$ cat src/rtl/mmio_uart_tx_if.sv
// rtl/mmio_uart_tx_if.sv - CPU store/load port bundle for the memory-mapped UART transmitter
//
// Purpose : groups the CPU data-port signals that reach mmio_uart_tx.
// Signals :
//   MemWrite    store strobe from the CPU
//   Mem_WrAddr  store/load word address (ALU result)
//   Mem_WrData  store data
//   sel         UART address window hit (driven by the UART)
//   ReadData    STATUS word for loads (driven by the UART)
// Modports: master = CPU side, slave = UART side.

interface mmio_uart_tx_if;
   logic        MemWrite;
   logic [31:0] Mem_WrAddr;
   logic [31:0] Mem_WrData;
   logic        sel;
   logic [31:0] ReadData;

   modport master (
      output MemWrite, Mem_WrAddr, Mem_WrData,
      input  sel, ReadData
   );

   modport slave (
      input  MemWrite, Mem_WrAddr, Mem_WrData,
      output sel, ReadData
   );
endinterface

$ cat src/rtl/mmio_uart_tx.sv
// rtl/mmio_uart_tx.sv - memory-mapped 8N1 UART transmitter with byte FIFO
//
// Purpose : stores to TXDATA (BASE_ADDR) are queued in a circular FIFO and
//           shifted out LSB first as 8N1 frames; STATUS (BASE_ADDR+4) is
//           returned combinationally so a single-cycle load sees it at once.
// Ports   :
//   clk     rising-edge clock
//   reset   asynchronous active-low reset
//   bus     CPU data port (slave side): MemWrite, Mem_WrAddr, Mem_WrData in;
//           sel, ReadData out
//   tx      registered serial output, idle high
// STATUS  : [0] full, [1] empty, [2] busy, [3] ovf (sticky), [15:8] count.

module mmio_uart_tx #(
   parameter logic [31:0] BASE_ADDR  = 32'h0000_0400,
   parameter int unsigned CLK_DIV    = 16,
   parameter int unsigned FIFO_DEPTH = 8
) (
   input  logic          clk,
   input  logic          reset,
   mmio_uart_tx_if.slave bus,
   output logic          tx
);

   localparam int unsigned PW          = $clog2(FIFO_DEPTH);
   localparam int unsigned CW          = PW + 1;
   localparam logic [15:0] BC_RELOAD   = 16'(CLK_DIV - 1);
   localparam logic [31:0] STATUS_ADDR = BASE_ADDR + 32'd4;

   typedef enum logic [1:0] {S_IDLE, S_START, S_DATA, S_STOP} state_t;

   state_t          state_q, state_d;
   logic [15:0]     bc_q, bc_d;
   logic [2:0]      bit_idx_q, bit_idx_d;
   logic [7:0]      shift_q, shift_d;
   logic            tx_q, tx_d;
   logic [PW-1:0]   wr_ptr_q, wr_ptr_d;
   logic [PW-1:0]   rd_ptr_q, rd_ptr_d;
   logic [CW-1:0]   count_q, count_d;
   logic            ovf_q, ovf_d;
   logic [7:0]      mem_q [FIFO_DEPTH];

   logic            full, empty, pop, push, push_req, ovf_set, ovf_clr;
   logic [7:0]      count_b;
   logic [31:0]     status;
   logic            unused_wrdata;

   assign full     = (count_q == CW'(FIFO_DEPTH));
   assign empty    = (count_q == '0);
   assign pop      = (state_q == S_IDLE) && !empty;
   assign push_req = bus.MemWrite && (bus.Mem_WrAddr == BASE_ADDR);
   // A full FIFO still accepts a byte on the edge that pops the head.
   assign push     = push_req && (!full || pop);
   assign ovf_set  = push_req && !push;
   assign ovf_clr  = bus.MemWrite && (bus.Mem_WrAddr == STATUS_ADDR) && bus.Mem_WrData[3];

   assign unused_wrdata = ^bus.Mem_WrData[31:8];

   assign count_b = 8'(count_q);
   assign status  = {16'h0000, count_b, 4'h0, ovf_q, (state_q != S_IDLE), empty, full};

   assign bus.sel      = (bus.Mem_WrAddr[31:3] == BASE_ADDR[31:3]);
   assign bus.ReadData = (bus.Mem_WrAddr == STATUS_ADDR) ? status : 32'h0;
   assign tx           = tx_q;

   // FIFO and overflow bookkeeping
   always_comb begin
      wr_ptr_d = push ? wr_ptr_q + PW'(1) : wr_ptr_q;
      rd_ptr_d = pop  ? rd_ptr_q + PW'(1) : rd_ptr_q;
      count_d  = count_q + CW'(push) - CW'(pop);
      ovf_d    = ovf_q;
      if (ovf_clr) ovf_d = 1'b0;
      if (ovf_set) ovf_d = 1'b1;   // overflow beats a concurrent clear
   end

   // Serializer next state; tx is derived from the next state so the line
   // changes on the same edge as the state and stays glitch-free.
   always_comb begin
      state_d   = state_q;
      bc_d      = bc_q;
      bit_idx_d = bit_idx_q;
      shift_d   = shift_q;
      case (state_q)
         S_IDLE: begin
            if (!empty) begin
               shift_d = mem_q[rd_ptr_q];
               bc_d    = BC_RELOAD;
               state_d = S_START;
            end
         end
         S_START: begin
            if (bc_q == 16'd0) begin
               bc_d      = BC_RELOAD;
               bit_idx_d = 3'd0;
               state_d   = S_DATA;
            end else begin
               bc_d = bc_q - 16'd1;
            end
         end
         S_DATA: begin
            if (bc_q == 16'd0) begin
               bc_d = BC_RELOAD;
               if (bit_idx_q == 3'd7) begin
                  state_d = S_STOP;
               end else begin
                  bit_idx_d = bit_idx_q + 3'd1;
                  shift_d   = {1'b0, shift_q[7:1]};
               end
            end else begin
               bc_d = bc_q - 16'd1;
            end
         end
         S_STOP: begin
            if (bc_q == 16'd0) state_d = S_IDLE;
            else               bc_d    = bc_q - 16'd1;
         end
         default: state_d = S_IDLE;
      endcase

      tx_d = 1'b1;
      if (state_d == S_START)     tx_d = 1'b0;
      else if (state_d == S_DATA) tx_d = shift_d[0];
   end

   always_ff @(posedge clk or negedge reset) begin
      if (!reset) begin
         state_q   <= S_IDLE;
         bc_q      <= 16'd0;
         bit_idx_q <= 3'd0;
         shift_q   <= 8'd0;
         tx_q      <= 1'b1;
         wr_ptr_q  <= '0;
         rd_ptr_q  <= '0;
         count_q   <= '0;
         ovf_q     <= 1'b0;
      end else begin
         state_q   <= state_d;
         bc_q      <= bc_d;
         bit_idx_q <= bit_idx_d;
         shift_q   <= shift_d;
         tx_q      <= tx_d;
         wr_ptr_q  <= wr_ptr_d;
         rd_ptr_q  <= rd_ptr_d;
         count_q   <= count_d;
         ovf_q     <= ovf_d;
      end
   end

   // FIFO storage needs no reset; occupancy is tracked by count_q.
   always_ff @(posedge clk) begin
      if (push) mem_q[wr_ptr_q] <= bus.Mem_WrData[7:0];
   end

endmodule

$ cat src/flat_wrapper.sv
// flat-port wrapper written by rule: the top's interface ports become plain ports
module mmio_uart_tx_flat 
#(
   parameter logic [31:0] BASE_ADDR  = 32'h0000_0400,
   parameter int unsigned CLK_DIV    = 16,
   parameter int unsigned FIFO_DEPTH = 8
)
  (clk, reset, tx, bus_MemWrite, bus_Mem_WrAddr, bus_Mem_WrData, bus_sel, bus_ReadData);
  mmio_uart_tx_if bus_i ();
  input  logic clk;
  input  logic reset;
  output logic tx;
  input wire logic [$bits(bus_i.MemWrite)-1:0] bus_MemWrite;
  input wire logic [$bits(bus_i.Mem_WrAddr)-1:0] bus_Mem_WrAddr;
  input wire logic [$bits(bus_i.Mem_WrData)-1:0] bus_Mem_WrData;
  output wire logic [$bits(bus_i.sel)-1:0] bus_sel;
  output wire logic [$bits(bus_i.ReadData)-1:0] bus_ReadData;
  assign bus_i.MemWrite = bus_MemWrite;
  assign bus_i.Mem_WrAddr = bus_Mem_WrAddr;
  assign bus_i.Mem_WrData = bus_Mem_WrData;
  assign bus_sel = bus_i.sel;
  assign bus_ReadData = bus_i.ReadData;
  mmio_uart_tx #(.BASE_ADDR(BASE_ADDR), .CLK_DIV(CLK_DIV), .FIFO_DEPTH(FIFO_DEPTH)) u_core (.clk(clk), .reset(reset), .bus(bus_i), .tx(tx));
endmodule
$ cat config.mk
export PLATFORM = sky130hd
export DESIGN_NAME = mmio_uart_tx_flat
export DESIGN_NICKNAME = d
export VERILOG_FILES = /design/src/rtl/mmio_uart_tx_if.sv /design/src/rtl/mmio_uart_tx.sv /design/src/flat_wrapper.sv
export SDC_FILE = /design/constraint.sdc
export NUM_CORES = 1
export LEC_CHECK = 0
export ABC_CLOCK_PERIOD_IN_PS = 5800
export BUFFER_PORTS_ARGS = -buffer_cell sky130_fd_sc_hd__buf_2
export CAP_MARGIN = 20
export CORE_MARGIN = 2
export CORE_UTILIZATION = 41
export CTS_CLUSTER_SIZE = 12
export DETAILED_ROUTE_END_ITERATION = 16
export PLACE_DENSITY_LB_ADDON = 0.2
export SYNTH_ARGS = -nofsm -noshare
export SYNTH_HDL_FRONTEND = slang
export SYNTH_SLANG_ARGS = --single-unit
$ cat constraint.sdc
create_clock -name clk -period 5.8 [get_ports clk]
set_input_delay 1.16 -clock clk [delete_from_list [all_inputs] [get_ports clk]]
set_output_delay 1.16 -clock clk [all_outputs]
set_load 0.01 [all_outputs]
## After elaboration in Yosys (flattened, before gate mapping)

Memories as Yosys holds them, arrays and structs flattened.
Cells that the tools add are included.

- Add/sub/neg operators: 6
- Multiply operators: 0
- Div/mod/pow operators: 0
- $lt $le $gt $ge: 0
- Equality and inequality tests: 15
- Shift-type cells: 0
- Muxes and demuxes: 25
- Bitwise operators: 0
- Reduce and logical (&&, ||, !) cells: 21

Operator list:

| kind | number |
|---|---|
| equality test 32 x 11 -> 1 bit (second input constant) | 2 |
| two-way mux 16 bit | 3 |
| one-hot mux 16 bit (3 select lines) | 1 |
| equality test 29 x 8 -> 1 bit (second input constant) | 1 |
| two-way mux 8 bit | 3 |
| logical NOT 16 bit | 1 |
| one-hot mux 8 bit (2 select lines) | 1 |
| subtractor 16 x 1 -> 16 bit (second input constant) | 1 |
| two-way mux 12 bit | 1 |
| two-way mux 2 bit | 5 |
| adder 3 x 1 -> 3 bit (second input constant) | 3 |
| two-way mux 3 bit | 3 |
| one-hot mux 2 bit (4 select lines) | 1 |
| AND reduction 4 bit | 2 |
| nonzero test 2 bit | 4 |
| equality test 2 bit (second input constant) | 3 |
| logical AND 1 bit | 6 |
| two-way mux 1 bit | 6 |
| inequality test 2 bit (second input constant) | 3 |
| one-hot mux 3 bit (2 select lines) | 1 |
| adder 4 x 1 -> 4 bit | 1 |
| equality test 2 x 1 -> 1 bit (second input constant) | 2 |
| equality test 4 bit (second input constant) | 1 |
| logical NOT 4 bit | 1 |
| 8 further kinds | 11 |

- Register bits: 41
- Latch bits: 0
- RAM bits: 64
- ROM bits: 0
- Input port bits: 67
- Output and inout port bits: 34
- Word-level logic and storage cells: 78
- Memories kept: 1

Memory list:

| memory | depth | width | read ports | clocked after memory_dff | wr ports | RTL line | RTL |
|---|---|---|---|---|---|---|---|
| u_core.mem_q | 8 | 8 | 1 | 0 | 1 | mmio_uart_tx.sv:41 | `logic [7:0] mem_q [FIFO_DEPTH];` |

## Depth between registers and ports, before layout

Gate-level depths: netlist of run 1.

- Depth in word-level cells: 8
- Mapped depth: 12
- Gate-level depth less buffers: 11

## Least setup slack after synthesis of run 1

OpenSTA, ideal clock, no wires.

- Kind: input-to-output
- From: input bus_Mem_WrAddr[9]
- To: output bus_ReadData[1]
- Arrival: 2.466 ns
- Data required time: 4.640 ns
- Slack: 2.174 ns
- Cell stages on the path: 5
- Path buffers: 0
- Cell sequence: nor4b_1 -> nand4_1 -> nor4_1 -> and2_1 -> nor2b_1

- Word-level cells in the longest chain between the ends: 2

Ends and longest elaborated chain:

| what | RTL line | RTL |
|---|---|---|
| from (decl) | flat_wrapper.sv:14 | `input wire logic [$bits(bus_i.Mem_WrAddr)-1:0] bus_Mem_WrAddr;` |
| equality test 32 x 11 -> 1 bit | mmio_uart_tx.sv:63 | `assign bus.ReadData = (bus.Mem_WrAddr == STATUS_ADDR) ? status : 32'h0;` |
| two-way mux 12 bit | mmio_uart_tx.sv:63 |  |
| to (decl) | flat_wrapper.sv:17 | `output wire logic [$bits(bus_i.ReadData)-1:0] bus_ReadData;` |

No other way between the ends.

## Final worst setup path of run 1

- From: input bus_Mem_WrAddr[9]
- To: output bus_ReadData[0]

Same word-level chain as after synthesis.

==> key figures, run 1 <==
Status
  • Status: finished, final reports clean

Final layout
  • Area of the multi-input gates: roughly 2000 um2
  • Nets@finish: 538
  • Share of cells above drive strength 1: between 20% and 30%
  • Number of filler cells placed in the layout: ~1.1k
  • Antenna fix cells: 0
  • Area Overhead vs Synth: 12.7%
  • FF/Latch Area: 2950 um2
  • Final core occ: 47.8%

Worst setup path
  • R2R setup slack: 2.62 ns
  • Critical Path Source Type: primary input
  • R2r startpoint: u_core.count_q[2]$_DFF_PN0_
  • Reg2Reg Depth: 8
  • CP peak stage delay: about 0.64 ns
  • Arr. time, crit path: a little under 3 ns
  • Reg-to-Reg End: u_core.mem_q[7][3]$_DFFE_PP_
  • CP Buf/Inv Count: 2
  • Crit-path slowest cell: nor4_1
  • Worst Path Max Fanout: 6
  • Crit-path leading delay family: simple AND/OR/NAND/NOR gates
  • Crit-path cells: buf_2, nor4b_1, nand4_1, nor4_1, and2_1, and3_1, buf_2
  • Most frequent CP cell: buf_2
  • Worst Setup Path Type: in -> out
  • Crit. End Element: primary output
  • WP data required: 4.64 ns

GRT
  • First-pass GRT wire length: 15,600 um
  • Number of global-route vias before repair: between 3k and 4k
  • Gr ovfl total: 0
  • Total GRT Usage: approximately 15%
  • Largest net degree at the start of global routing: between 40 and 50
  • Initial antenna violation count: 0

Job
  • Max Cap Viol: 0

Hold path
  • Hold Path Depth: 1
  • Worst-case hold path end point: u_core.shift_q[7]$_DFFE_PN0P_
  • HP Class: reg -> reg
  • Hold Crit Start: u_core.shift_q[7]$_DFFE_PN0P_

Drt
  • Starting DRT DRC Count: about 170
  • Via Count: roughly 3.2k
  • Antenna Nets Post-Route: 0
  • WL/cell: 15.3 um
  • Vias per cell: approximately 5.1
  • Post-route DRC violation count: 0
  • Drt pass-1 iters: 4
  • Routed WL: 9570 um

Logic synthesis
  • Ys async rst share: between 30% and 40%
  • Seq/Total Area, Yosys: a little under three fifths
  • Yosys synthesis warning count: 0
  • Main synth FF type: edfxtp_1
  • Mapped Cells: between 400 and 500
  • Synth unique cells: 62
  • Syn Area/Cell: 12.8 um2
  • EDFF count, synth: 64
  • Syn Std Cell Area: about 5100 um2
  • Flop and latch count out of synthesis: between 100 and 150

Clock tree
  • H-tree depth: 3
  • Clock slew at reported path FFs: ~0.080 ns
  • CTS buffer count: 9
  • Max Root-Sink Buffers: 2
  • PostCTS Resize Cnt: 0
  • Num Clock Sinks: approximately 110
  • Clock latency on the worst-skew pair: between 0.3 and 0.4 ns
  • CTS tree: built
  • CTS root buf: clkbuf_16
  • Post-CTS setup buffers: 0
  • Hold-fix buffers, CTS: 0

STA
  • Worst-Margin Slew: just over 1 ns
  • Setup_tns: 0 ns
  • RSZ-0062 raised after global routing: no
  • F_max: about 0.24 GHz
  • Final hold vios: 0
  • Clk_skew: slightly below 0.01 ns
  • Final slew viol count: 0
  • Post-layout min period: just over 4 ns
  • Tcrit/Tclk final: 70.7%
  • Slew HR: roughly 33%
  • Final setup violating endpoints: 0

Die
  • # rows: 40
  • Die area: around 13,000 um2
  • Starting Density: between 40% and 50%
  • Die height: between 100 and 150 um
  • # IOs: ~100
  • Chip width: around 120 um
  • Core area: between 10,000 and 15,000 um2

Power and ir drop
  • Pleak: between 2 and 2.5 nW
  • Clk network pwr share: 42.8%
  • Overall power: ~1.4 mW
  • Combinational power share: between 2 and 2.5%
  • Internal power: 1.12 mW
  • Sequential power share: between 50% and 60%
  • Max IR drop VDD: about 0.00018 V
  • P_sw: roughly 330 uW
  • Sw Share: 22.8%
  • Pwr Density: approximately 250 nW/um2

Place
  • IO Port Bufs: 52
  • Dpl hpwl: ~6600 um
  • GPL Wtd Cong: 0.771
power groups by stage:
stage	clock network (mW)	registers (mW)	logic, mW
final	0.618	0.793	0.0339
after detailed placement	0	0.810	0.0344
after global routing	0.664	0.793	0.0396
after floorplan	0	0.810	0.0204
after CTS	0.635	0.793	0.0344
after global placement	0	0.810	0.0331
cell families (layout without fill, tap and decap cells):
family          Yosys count  in the layout  share of synthesized area (%)
simple gates            120            120                           13.0
xor+xnor                  6              6                           1.02
compound gates           73             73                           8.80
mux                      28             28                           9.43
buf+inv                  50             84                           5.68
flops                   105            105                           57.5
other cells               1             24                         0.0731
fa+ha+maj                18             18                           4.53
flip-flops by register name, summed over array words and instances, names as in the netlist:
name              count
u_core.bc_q          16
u_core.bit_idx_q      3
u_core.count_q        4
u_core.mem_q         64
u_core.ovf_q          1
u_core.rd_ptr_q       3
u_core.shift_q        8
u_core.state_q        2
u_core.tx             1
u_core.wr_ptr_q       3
placed cells by master, fill, tap and decap left out, types with 2 or more instances in the layout:
cell and count:
edfxtp_1 64, buf_2 52, nor2_1 42, dfrtp_1 40
a21oi_1 27, conb_1 24, nand2_1 20, o21ai_0 20
ha_1 17, mux4_2 16, inv_1 13, nor3_1 11
mux2i_1 9, clkbuf_16 9, nor4_1 8, and3_1 7
o31ai_1 4, nand2b_1 4, nor2b_1 4, xor2_1 3
a22o_1 3, xnor2_1 3, clkinv_8 3, a22oi_1 2
nand4_1 2, a21o_1 2, or3_1 2, nand3_1 2
o21a_1 2, o22a_1 2, mux2_1 2, o41ai_1 2
or4_1 2, inv_8 2, buf_4 2
cells in the mapped netlist, types with 5 or more instances:
| cell type | count | area share (%) |
|---|---|---|
| nor2_1 | 42 | 3.1 |
| o21ai_0 | 20 | 2.0 |
| mux4_2 | 16 | 7.0 |
| buf_4 | 26 | 3.8 |
| nor4_1 | 8 | 0.98 |
| and3_1 | 7 | 0.85 |
| edfxtp_1 | 64 | 37 |
| dfrtp_1 | 40 | 20 |
| mux2i_1 | 9 | 1.8 |
| buf_2 | 5 | 0.49 |
| a21oi_1 | 27 | 2.6 |
| nor3_1 | 12 | 1.2 |
| nand2_1 | 20 | 1.5 |
| ha_1 | 17 | 4.1 |
| inv_1 | 13 | 0.95 |
worst max path at each step:
stage                            endpoint  cells after the start  slack, ns         startpoint
after CTS                 bus_ReadData[0]                      7       1.68  bus_Mem_WrAddr[9]
after global placement    bus_ReadData[0]                      7       1.76  bus_Mem_WrAddr[9]
after detailed placement  bus_ReadData[0]                      7       1.68  bus_Mem_WrAddr[9]
final                     bus_ReadData[0]                      7       1.70  bus_Mem_WrAddr[9]
after floorplan           bus_ReadData[1]                      5       2.17  bus_Mem_WrAddr[9]
after global routing      bus_ReadData[0]                      7       1.37  bus_Mem_WrAddr[3]
layer usage:
layer / routed length, um / track usage (%) / vias to the layer above / share of wire (%)
met4: 92 / 3.97 / 0 / 0.96
met3: 272 / 3.87 / 8 / 2.8
met1: 4250 / 19.1 / 1593 / 44
met2: 4950 / 26.0 / 54 / 52
li1: - / - / 1556 / -
met5: 0 / 0 / - / 0
per-stage QoR:
stage / std cells / setup slack, ns / hold WS (ns) / area, um2
final: 626 / 1.70 / 0.498 / 5780
after global routing: 626 / 1.37 / 0.515 / 5780
after CTS: 626 / 1.68 / 0.498 / 5780
after detailed placement: 610 / 1.68 / 0.481 / 5470
after global placement: 610 / 1.76 / 0.472 / 5470
after floorplan: 424 / 2.17 / 0.457 / 5220
layout make-up:
type / instances / share of cell area, %
clock inverter: 7 / 1.54
multi-input combinational: 269 / 34.3
sequential: 105 / 51.0
timing repair buffer: 54 / 4.76
inverter: 14 / 0.909
clock buffer: 9 / 3.89
tap: 168 / 3.63
Power figures use the tool's default switching activity.
==> run 2, diff against run 1 <==
--- a/config.mk
+++ b/config.mk
@@ -5,7 +5,7 @@
 export SDC_FILE = /design/constraint.sdc
 export NUM_CORES = 1
 export LEC_CHECK = 0
-export ABC_CLOCK_PERIOD_IN_PS = 5800
+export ABC_CLOCK_PERIOD_IN_PS = 3350
 export BUFFER_PORTS_ARGS = -buffer_cell sky130_fd_sc_hd__buf_2
 export CAP_MARGIN = 20
 export CORE_MARGIN = 2
==> constraint.sdc (replaced) <==
create_clock -name clk -period 3.35 [get_ports clk]
set_input_delay 0.67 -clock clk [delete_from_list [all_inputs] [get_ports clk]]
set_output_delay 0.67 -clock clk [all_outputs]
set_load 0.01 [all_outputs]
==> key figures, run 2 (synthesized netlist as in run 1, its figures left out) <==
Final layout
  • Post-route cell area: just under 6000 um2
  • Antenna fix cells: 0
  • Non-filler instance count after layout: 637
  • Most frequent cells in the layout: edfxtp_1 (64), buf_2 (52), nor2_1 (42)
  • Share of cells above drive strength 1: 23.5%
  • Nets@finish: approximately 550
  • Commonest non-fill, non-tap cell in the layout: edfxtp_1
  • Most flop-heavy register: u_core.mem_q
  • Area Overhead vs Synth: 13.7%
  • Registers with the most flip-flops: u_core.mem_q x64, u_core.bc_q x16, u_core.shift_q x8
  • Max reg flops: 64

Place
  • Dpl hpwl: 6610 um
  • IO Port Bufs: between 50 and 60
  • Cell area after placement: roughly 5500 um2
  • GPL Wtd Cong: 0.763
  • Placed Cells: between 600 and 700

Worst setup path
  • Critical Path Source Type: primary input
  • Crit. End Element: primary output
  • Crit-path cells: buf_2, nor4b_1, nand4_1, nor4_1, buf_4, and2_1, and3_1, buf_2
  • Arr. time, crit path: approximately 2.1 ns
  • Worst Path Max Fanout: 6
  • Worst Setup Path Type: in -> out
  • CP peak stage delay: approximately 0.31 ns
  • Crit-path slowest cell: nor4b_1
  • Most frequent CP cell: buf_2
  • WP data required: roughly 2.7 ns

GRT
  • Gr ovfl total: 0
  • Largest net degree at the start of global routing: 42
  • Number of global-route vias before repair: ~3.2k
  • First-pass GRT wire length: roughly 16,000 um
  • Total GRT Usage: between 10% and 20%
  • Initial antenna violation count: 0

Power and ir drop
  • Pwr Density: between 400 and 500 nW/um2
  • Internal power: 1.91 mW
  • Pleak: between 2 and 2.5 nW
  • Sequential power share: between 50% and 60%
  • Sw Share: approximately 22%
  • P_sw: 546 uW
  • Max IR drop VDD: roughly 0.00036 V
  • Combinational power share: about 2.4%
  • Clk network pwr share: 41.8%

STA
  • Post-layout min period: approximately 2.8 ns
  • RSZ-0062 raised after global routing: no
  • Tcrit/Tclk final: roughly 84%
  • Final setup violating endpoints: 0
  • Final hold slack: ~0.46 ns
  • F_max: 0.356 GHz
  • Slew HR: 37.7%
  • Setup_tns: 0 ns
  • Worst-Margin Slew: between 0.9 and 1 ns
  • Clk_skew: between 0.007 and 0.008 ns
  • Final hold vios: 0
  • Final slew viol count: 0

Clock tree
  • CTS buffer count: 9
  • CTS tree: built
  • Clock slew at reported path FFs: ~0.070 ns
  • CTS root buf: clkbuf_16
  • Max Root-Sink Buffers: 2
  • PostCTS Resize Cnt: 0
  • Post-CTS setup buffers: 0
  • Num Clock Sinks: 105
  • Clock latency on the worst-skew pair: 0.35 ns
  • H-tree depth: 3
  • Hold-fix buffers, CTS: 0

Drt
  • Routed WL: roughly 9700 um
  • Starting DRT DRC Count: about 200
  • Via Count: roughly 3.2k
  • Antenna Nets Post-Route: 0
  • Drt pass-1 iters: 4
  • Post-route DRC violation count: 0
  • Vias per cell: between 5 and 6
  • WL/cell: around 15 um

Status
  • Status: finished, final reports clean

Die
  • Die area: approximately 13,000 um2
  • Starting Density: between 40% and 50%
  • # rows: 40
  • Chip width: about 120 um
  • Die height: 116 um
  • Core area: about 12,000 um2
  • # IOs: approximately 100

Hold path
  • HP Class: in -> async

Job
  • Max Cap Viol: 0
==> run 2: final timing paths <==
kind | endpoint | slack, ns | depth (start not counted) | start
setup / recovery | bus_ReadData[0] | 0.54 | 8 | bus_Mem_WrAddr[9]
hold / removal | u_core.bit_idx_q[2]$_DFFE_PN0P_ | 0.46 | 1 | reset
setup reg to reg | u_core.count_q[2]$_DFF_PN0_ | 0.64 | 10 | u_core.count_q[2]$_DFF_PN0_
hold reg to reg | u_core.wr_ptr_q[2]$_DFFE_PN0P_ | 0.51 | 1 | u_core.wr_ptr_q[2]$_DFFE_PN0P_
max in group asynchronous | u_core.shift_q[6]$_DFFE_PN0P_ | 2.30 | 1 | reset
min in group clk | u_core.wr_ptr_q[2]$_DFFE_PN0P_ | 0.51 | 1 | u_core.wr_ptr_q[2]$_DFFE_PN0P_
==> run 2: final cells by class <==
class	count	area (um2)
Clock buffer	9	225
Clock inverter	7	60.1
Fill cell	1083	6280
Inverter	14	52.6
Multi-Input combinational cell	269	1980
Sequential cell	105	2950
Tap cell	168	210
Timing Repair Buffer	65	358
==> run 2: power by group through the flow <==
stage	clock network, mW	logic [mW]	registers, mW
after floorplan	0	0.0353	1.40
after global placement	0	0.0572	1.40
after detailed placement	0	0.0594	1.40
after CTS	1.05	0.0595	1.37
after global routing	1.10	0.0690	1.37
final	1.03	0.0589	1.37
==> run 2: per-layer routing <==
layer  part of all wire (%)  global-route usage (%)
met5                      0                       0
met3                    3.3                    3.92
met2                     52                    26.7
met4                    1.1                    5.56
met1                     44                    19.8
==> run 2: per-stage QoR <==
stage / setup WS, ns / util, % / power, mW
3_3_place_gp: 0.441 / 45.8 / 1.46
4_1_cts: 0.535 / 48.2 / 2.49
3_5_place_dp: 0.390 / 45.8 / 1.46
6_report: 0.544 / 48.2 / 2.46
5_1_grt: 0.400 / 48.2 / 2.55
2_1_floorplan: 0.421 / - / 1.44
==> run 2: critical path: cells and delay by family <==
family | cells | cell delay (ns)
buf+inv | 3 | 0.40
simple gates | 5 | 1.07
==> run 3, diff against run 2 <==
--- a/config.mk
+++ b/config.mk
@@ -5,7 +5,7 @@
 export SDC_FILE = /design/constraint.sdc
 export NUM_CORES = 1
 export LEC_CHECK = 0
-export ABC_CLOCK_PERIOD_IN_PS = 3350
+export ABC_CLOCK_PERIOD_IN_PS = 2600
 export BUFFER_PORTS_ARGS = -buffer_cell sky130_fd_sc_hd__buf_2
 export CAP_MARGIN = 20
 export CORE_MARGIN = 2
==> constraint.sdc (replaced) <==
create_clock -name clk -period 2.6 [get_ports clk]
set_input_delay 0.52 -clock clk [delete_from_list [all_inputs] [get_ports clk]]
set_output_delay 0.52 -clock clk [all_outputs]
set_load 0.01 [all_outputs]
==> key figures, run 3 (synthesized netlist as in run 1, its figures left out) <==
Status
  • Status: finished, final reports clean

Worst setup path
  • Crit-path cells: buf_2, nor4b_2, nand4_1, nor4_2, buf_4, and2_4, and3_4, buf_6
  • Crit-path leading delay family: simple AND/OR/NAND/NOR gates
  • Arr. time, crit path: around 2.0 ns
  • Worst Setup Path Type: in -> out
  • CP Buf/Inv Count: 3
  • Crit-path slowest cell: nor4_2
  • WP data required: between 2 and 2.5 ns
  • Worst Path Max Fanout: 6
  • Critical Path Source Type: primary input
  • Crit. End Element: primary output
  • CP peak stage delay: roughly 0.30 ns

STA
  • Final worst slack: 0.0802 ns
  • Final slew viol count: 0
  • F_max: ~0.40 GHz
  • Tcrit/Tclk final: a little over nine tenths
  • Final setup violating endpoints: 0
  • Worst-Margin Slew: around 0.55 ns
  • Slew HR: 63.0%
  • Post-layout min period: around 2.5 ns
  • Final hold vios: 0
  • Clk_skew: around 0.011 ns
  • RSZ-0062 raised after global routing: no
  • Final hold slack: roughly 0.10 ns

Die
  • # IOs: a little over 100
  • Core area: 12,100 um2
  • # rows: 40
  • Chip width: approximately 120 um
  • Die area: about 13,000 um2
  • Starting Density: between 40% and 50%
  • Die height: roughly 120 um

Power and ir drop
  • Pleak: 2.48 nW
  • Max IR drop VDD: roughly 0.00047 V
  • Overall power: between 3 and 4 mW
  • Pwr Density: ~530 nW/um2

Clock tree
  • Num Clock Sinks: 105
  • Hold-fix buffers, CTS: 0
  • Clock latency on the worst-skew pair: ~0.36 ns
  • CTS buffer count: 9
  • CTS tree: built
  • CTS root buf: clkbuf_16
  • H-tree depth: 3
  • Max Root-Sink Buffers: 2
  • Clock slew at reported path FFs: 0.08 ns

Final layout
  • Nets@finish: roughly 570
  • Most flop-heavy register: u_core.mem_q
  • Max reg flops: 64
  • Commonest non-fill, non-tap cell in the layout: edfxtp_1
  • Post-route cell area: ~6000 um2
  • Area Overhead vs Synth: 18.7%
  • Final core occ: about half
  • Antenna fix cells: 0
  • Share of cells above drive strength 1: just under 30%
  • Most frequent cells in the layout: edfxtp_1 (64), buf_2 (51), nor2_1 (42)
  • Registers with the most flip-flops: u_core.mem_q x64, u_core.bc_q x16, u_core.shift_q x8

GRT
  • Largest net degree at the start of global routing: 25
  • Number of global-route vias before repair: ~3.2k
  • Total GRT Usage: 15.6%
  • First-pass GRT wire length: between 15,000 and 20,000 um
  • Gr ovfl total: 0
  • Initial antenna violation count: 0

Drt
  • Drt pass-1 iters: 7
  • Starting DRT DRC Count: around 140
  • Routed WL: 9830 um
  • Post-route DRC violation count: 0
  • Antenna Nets Post-Route: 0
  • Vias per cell: 5.04
  • Via Count: ~3.3k
  • WL/cell: 15.0 um

Place
  • Cell area after placement: 5700 um2
  • IO Port Bufs: 52
  • Setup WS pre-CTS: -0.00285 ns
  • Dpl hpwl: between 7000 and 8000 um
  • GPL Wtd Cong: 0.774

Hold path
  • HP Class: in -> async

Job
  • Max Cap Viol: 0
-- run 3: cell types whose count changed in the layout (fill, tap and decap cells not counted), moves of 2 or more --
cell,before,now
buf_12,0,2
buf_4,13,31
clkinv_8,0,2
nor4_1,8,5
nor3_2,0,2
nor4_2,1,4
nor3_1,12,10
-- run 3: repair_timing --
item / 4_1_cts / 5_1_grt
endpoints found under the hold margin: 0 / 0
resized for setup: 0 / 9
endpoints found under the setup margin: 0 / 8
buffers inserted: 0 / 4
-- run 3: power by group --
group	switching (mW)	internal (mW)	total, mW
sequential	0.000000359	1.77	1.77
combinational	0.0542	0.0263	0.0806
clock	0.689	0.698	1.39
total	0.744	2.49	3.24
-- run 3: stage by stage --
step | setup TNS, ns | instances
final | 0 | 657
after global routing | 0 | 657
after CTS | 0 | 653
after detailed placement | -0.0285 | 637
after global placement | -0.101 | 637
after floorplan | 0 | 424
-- run 3: final cells by class --
class	instances	area (um2)
repair buffers	85	539
clock inverters	7	88.8
fillers	1090	6020
flip-flops and latches	105	2950
multi-input cells	269	2030
well taps	168	210
clock buffers	9	225
inverters	14	52.6
-- run 3: layer usage --
| metal | global-route usage, % | vias up | part of all wire (%) |
|---|---|---|---|
| met4 | 4.29 | 0 | 1.1 |
| met1 | 19.5 | 1639 | 44 |
| met5 | 0 | - | 0 |
| li1 | - | 1618 | - |
| met2 | 26.8 | 45 | 52 |
| met3 | 4.08 | 8 | 3.3 |
-- run 3: worst paths after layout --
check	start	endpoint	slack, ns	cells past startpoint
worst max-delay path	bus_Mem_WrAddr[9]	bus_ReadData[0]	0.08	8
max in group asynchronous	reset	u_core.shift_q[1]$_DFFE_PN0P_	1.81	2
worst min register to register	u_core.shift_q[7]$_DFFE_PN0P_	u_core.shift_q[7]$_DFFE_PN0P_	0.50	1
min in group clk	bus_Mem_WrData[6]	u_core.mem_q[1][6]$_DFFE_PP_	0.43	1
worst min-delay path	reset	u_core.bit_idx_q[1]$_DFFE_PN0P_	0.10	1
worst max register to register	u_core.count_q[2]$_DFF_PN0_	u_core.count_q[2]$_DFF_PN0_	0.18	10
